`config.mk`:
```
export PLATFORM = sky130hd
export DESIGN_NAME = iob_fifo_rd_stream
export DESIGN_NICKNAME = d
export VERILOG_FILES = /design/src/rtl/iob_fifo_rd_stream.sv
export SDC_FILE = /design/constraint.sdc
export NUM_CORES = 1
export LEC_CHECK = 0
export BUFFER_PORTS_ARGS = -buffer_cell sky130_fd_sc_hd__buf_2
export CAP_MARGIN = 0
export CORE_MARGIN = 10
export CORE_UTILIZATION = 55
export CTS_BUF_LIST = sky130_fd_sc_hd__clkbuf_4
export CTS_CLUSTER_SIZE = 14
export DETAILED_ROUTE_END_ITERATION = 8
export PLACE_DENSITY = 0.81
export REMOVE_ABC_BUFFERS = 1
export SETUP_SLACK_MARGIN = 0.15
export SYNTH_ARGS = -nofsm -noshare
export SYNTH_HDL_FRONTEND = slang
export SYNTH_SLANG_ARGS = --single-unit
```
`constraint.sdc`:
```
create_clock -name clk -period 3.8 [get_ports clk]
set_input_delay 0.57 -clock clk [delete_from_list [all_inputs] [get_ports clk]]
set_output_delay 0.57 -clock clk [all_outputs]
set_load 0.01 [all_outputs]
```
`src/rtl/iob_fifo_rd_stream.sv`:
```
// iob_fifo_rd_stream: drains an iob_fifo_sync read port (1-cycle read latency) into a
// valid/ready stream through a 2-entry skid buffer, sustaining one word per cycle.
// Optional packet framing (m_tlast from a cfg_len word counter): define IOB_FIFO_RD_STREAM_LAST_EN.
module iob_fifo_rd_stream #(
  parameter int unsigned DATA_W = 32
`ifdef IOB_FIFO_RD_STREAM_LAST_EN
  ,
  parameter int unsigned LEN_W  = 16
`endif
) (
  input  logic              clk,
  input  logic              arst_n,
  input  logic              rst,
  input  logic              en,
  output logic              fifo_r_en,
  input  logic [DATA_W-1:0] fifo_r_data,
  input  logic              fifo_r_empty,
  output logic [DATA_W-1:0] m_tdata,
  output logic              m_tvalid,
  input  logic              m_tready,
`ifdef IOB_FIFO_RD_STREAM_LAST_EN
  output logic              m_tlast,
  input  logic [LEN_W-1:0]  cfg_len,
`endif
  output logic [1:0]        occupancy
);

  typedef enum logic [1:0] {
    S_EMPTY = 2'd0,
    S_ONE   = 2'd1,
    S_TWO   = 2'd2
  } state_e;

  state_e            state_q, state_d;
  logic              inflight_q, inflight_d;
  logic              valid_q, valid_d;
  logic [DATA_W-1:0] slot0_q, slot0_d;
  logic [DATA_W-1:0] slot1_q, slot1_d;
  logic              pop;
  logic              push;
  logic [2:0]        occ_after;
  logic              wr0;
  logic              wr1;
  logic              shift;
`ifdef IOB_FIFO_RD_STREAM_LAST_EN
  logic [LEN_W-1:0]  cnt_q, cnt_d;
  logic              last0_q, last0_d;
  logic              last1_q, last1_d;
  logic              last_in;
`endif

  // Next-state, slot steering, read gating and synchronous clear
  always_comb begin
    state_d    = state_q;
    slot0_d    = slot0_q;
    slot1_d    = slot1_q;
    wr0        = 1'b0;
    wr1        = 1'b0;
    shift      = 1'b0;
    pop        = valid_q & m_tready;
    push       = inflight_q;
    // Occupancy after this cycle's pop plus the word already in flight; no wrap at 3 bits
    occ_after  = 3'(state_q) + 3'(inflight_q) - 3'(pop);
    fifo_r_en  = en & ~rst & ~fifo_r_empty & (occ_after <= 3'd1);
    inflight_d = fifo_r_en;

    case (state_q)
      S_EMPTY: begin
        if (push) begin
          wr0     = 1'b1;
          state_d = S_ONE;
        end
      end
      S_ONE: begin
        case ({push, pop})
          2'b10: begin
            wr1     = 1'b1;
            state_d = S_TWO;
          end
          2'b01:   state_d = S_EMPTY;
          2'b11:   wr0 = 1'b1;
          default: state_d = S_ONE;
        endcase
      end
      S_TWO: begin
        // push without pop cannot happen here: reads are gated on occ_after
        if (pop) begin
          shift = 1'b1;
          if (push) wr1 = 1'b1;
          else      state_d = S_ONE;
        end
      end
      default: state_d = S_EMPTY;
    endcase

    if (wr0)        slot0_d = fifo_r_data;
    else if (shift) slot0_d = slot1_q;
    if (wr1)        slot1_d = fifo_r_data;

`ifdef IOB_FIFO_RD_STREAM_LAST_EN
    cnt_d   = cnt_q;
    last0_d = last0_q;
    last1_d = last1_q;
    // cfg_len of zero means an unbounded stream: never flag a last word
    last_in = (cfg_len != '0) && (cnt_q == cfg_len - LEN_W'(1));
    if (push) cnt_d = last_in ? '0 : cnt_q + LEN_W'(1);
    if (wr0)        last0_d = last_in;
    else if (shift) last0_d = last1_q;
    if (wr1)        last1_d = last_in;
`endif

    if (rst) begin
      state_d    = S_EMPTY;
      inflight_d = 1'b0;
      slot0_d    = '0;
      slot1_d    = '0;
`ifdef IOB_FIFO_RD_STREAM_LAST_EN
      cnt_d      = '0;
      last0_d    = 1'b0;
      last1_d    = 1'b0;
`endif
    end

    valid_d = (state_d != S_EMPTY);
  end

  // State and skid-buffer registers
  always_ff @(posedge clk or negedge arst_n) begin
    if (!arst_n) begin
      state_q    <= S_EMPTY;
      inflight_q <= 1'b0;
      valid_q    <= 1'b0;
      slot0_q    <= '0;
      slot1_q    <= '0;
`ifdef IOB_FIFO_RD_STREAM_LAST_EN
      cnt_q      <= '0;
      last0_q    <= 1'b0;
      last1_q    <= 1'b0;
`endif
    end else begin
      state_q    <= state_d;
      inflight_q <= inflight_d;
      valid_q    <= valid_d;
      slot0_q    <= slot0_d;
      slot1_q    <= slot1_d;
`ifdef IOB_FIFO_RD_STREAM_LAST_EN
      cnt_q      <= cnt_d;
      last0_q    <= last0_d;
      last1_q    <= last1_d;
`endif
    end
  end

  assign m_tdata   = slot0_q;
  assign m_tvalid  = valid_q;
  assign occupancy = 2'(state_q);
`ifdef IOB_FIFO_RD_STREAM_LAST_EN
  assign m_tlast   = last0_q;
`endif

endmodule

```
==> results.cfg <==
[clock_network]
cts_hold_buf = 0
clk_pin_slew_ns = 0.11
cts_made_buffers = 9
cts.path.max_buffers = 2
clock_latency_ns = 0.43
cts_sinks = 68
postCtsSetupBuffers = 0
htree_levels = 3
root_buffer = clkbuf_4
post_cts_resized = 0
cts_tree = done

[placed_design]
port_buffers = 73
gp_congestion = 0.812
pre_cts_ws_ns = 1.07
dp_cells = 450
hpwl_mm = 5.01

[status]
status = completed

[flow_run]
max-cap-violations = 0

[timing]
fin_crit_ns = 2.94
period_share_pct = 77.3
slew_violations = 0
rsz0062_at_grt = false
setup_ws_ns = 0.862
tns_ns = 0
skew_ns = 0.0193
worst_pin_slew_ns = 0.968
setup_viol = 0
hold_violations = 0
slew_headroom_pct = 35.4
max_clock_freq_ghz = 0.340
holdWs_ns = 0.298

[routing]
ant_nets = 0
viasPerCell = 5.50
drtPass1Iterations = 4
first_iter_violations = 104
route.detailed.drc = 0
wirelength_mm = 7.59
avgRoutedWirePerCell_um = 16.3
num_vias = 2564

[finish]
fill_cells = 508
diodes = 0
layout.nets = 432
area_delta_synth_final_pct = 16.0
final_cells = 466
final_util_pct = 65.9
drive_above_1_share_pct = 32.0

[pwr]
powerDensity_mw_per_mm2 = 421
vdd_drop_max_mv = 0.254
power.internal_mw = 1.20
p_switching_mw = 0.451
combPwrFrac_pct = 15.8
p_seq_share_pct = 47.9
p_leak_nw = 2.04
switching_share_pct = 27.3
p_clk_share_pct = 36.3

[synthesis]
netlist_area_mm2 = 0.00338
synth_cell_types = 32
async_flop_share_pct = 100
synthMostInstantiatedCell = dfrtp_1
yosysWarnings = 0
synth_top_area_share_pct = 50.3
yosys-top-cells-area = dfrtp_1, a211oi_2, mux2i_1
yosys.area.top_type = dfrtp_1
synth_edf_count = 0
ys_top_cells_by_count = dfrtp_1, nand2_1, nor2_1
syn_area_per_cell_um2 = 10.5
synth_cells = 321
ys.flop_type = dfrtp_1
ys_seq_area_share_pct = 50.3
synth_seq_cells = 68

[worst_setup_path]
cp_data_arrival_time_ns = 2.37
reg2reg_depth = 7
path_class = reg2out
reg2reg_slack_ns = 1.37
crit_path_cell_trace = inv_1 > ha_1 > ha_1 > inv_1 > fa_1 > nand4bb_1 > nor2_1 > buf_2
end_kind = primary output
critPathLaunch = inflight_q
rr_endpoint = m_tdata[18]
path_max_fanout = 10
path_delay_family = adder cells
worstSetupStartpointType = register
crit_cells = 8
slowest_stage = dfrtp_1
path_buf_inv = 3
regToRegStartpoint = occupancy[1]
endpoint = fifo_r_en
cp.required_ns = 3.23
max_stage_delay_ns = 0.56

[floorplan]
core_area_mm2 = 0.00596
die_y_um = 98.4
fp-row-count = 28
die_area_mm2 = 0.00968
die_w_um = 98.4
design.portCount = 74
initial_core_util_pct = 56.8

[global_route]
grt_overflow = 0
grt_max_degree = 49
antenna_found_initial = 0
grt_use_total_pct = 15.8
grt_pass1_wl_mm = 12.6
grt_pass1_vias = 2631

[hold_path]
worstHoldPathType = in2async
-- stage by stage --
step           instance area [µm²]  total power [mW]
3_5_place_dp                  3740              1.07
4_1_cts                       3920              1.67
2_1_floorplan                 3240             0.946
6_report                      3920              1.65
3_3_place_gp                  3740              1.06
5_1_grt                       3920              1.72
-- metal layers --
metal | global-route usage (%) | vias to the layer above | share of wire [%]
met3 | 4.16 | 12 | 5.8
met5 | 0 | - | 0
li1 | - | 1238 | -
met1 | 18.7 | 1253 | 43
met2 | 26.1 | 61 | 49
met4 | 7.61 | 0 | 1.4
-- layout by cell type, fill, tap and decap left out, drive strengths merged, types with 2 or more instances in the layout --
cell,Yosys,final
bufinv,0,3
ha,7,7
nor2,35,35
o21ai,5,5
inv,4,4
nand2,66,66
a211oi,32,32
dfrtp,68,68
clkbuf,6,9
clkinv,0,4
buf,17,77
mux2i,32,32
a21oi,33,33
nand3,2,2
-- how the worst min path moves through the flow --
stage	start	end	slack (ns)
3_3_place_gp	slot1_q[1]	slot1_q[1]	0.51
2_1_floorplan	arst_n	inflight_q	0.27
4_1_cts	arst_n	m_tdata[21]	0.31
3_5_place_dp	slot1_q[2]	slot1_q[2]	0.51
6_report	arst_n	m_tdata[18]	0.30
5_1_grt	arst_n	m_tdata[21]	0.36
-- final cells by class --
class                           count  area, µm²  share of cell area [%]
Tap cell                           75       93.8                    2.39
Clock inverter                      7        115                    2.93
Sequential cell                    68       1700                    43.4
Multi-Input combinational cell    226       1520                    38.8
Inverter                            4       15.0                   0.383
Timing Repair Buffer               77        408                    10.4
Clock buffer                        9       67.6                    1.72
-- flip-flops by register name, summed over array words and instances (netlist names) --
| name | count |
|---|---|
| m_tvalid | 1 |
| slot1_q | 32 |
| inflight_q | 1 |
| m_tdata | 32 |
| occupancy | 2 |
-- kinds of logic after synthesis --
family	share of synthesized area, %
flip-flops	50.3
XOR/XNOR	0.259
AND/OR/NAND/NOR	13.3
buffers and inverters	4.66
AO/OA/AOI/OAI	18.8
adder cells (fa/ha/maj)	3.18
multiplexers	9.47
-- power by group through the flow --
stage | Sequential [mW] | Combinational (mW) | Clock, mW
after floorplan | 0.820 | 0.126 | 0
after global placement | 0.805 | 0.257 | 0
after detailed placement | 0.807 | 0.265 | 0
after CTS | 0.792 | 0.266 | 0.607
after global routing | 0.798 | 0.289 | 0.637
final | 0.792 | 0.261 | 0.599
(Power assumes the default switching activity.)
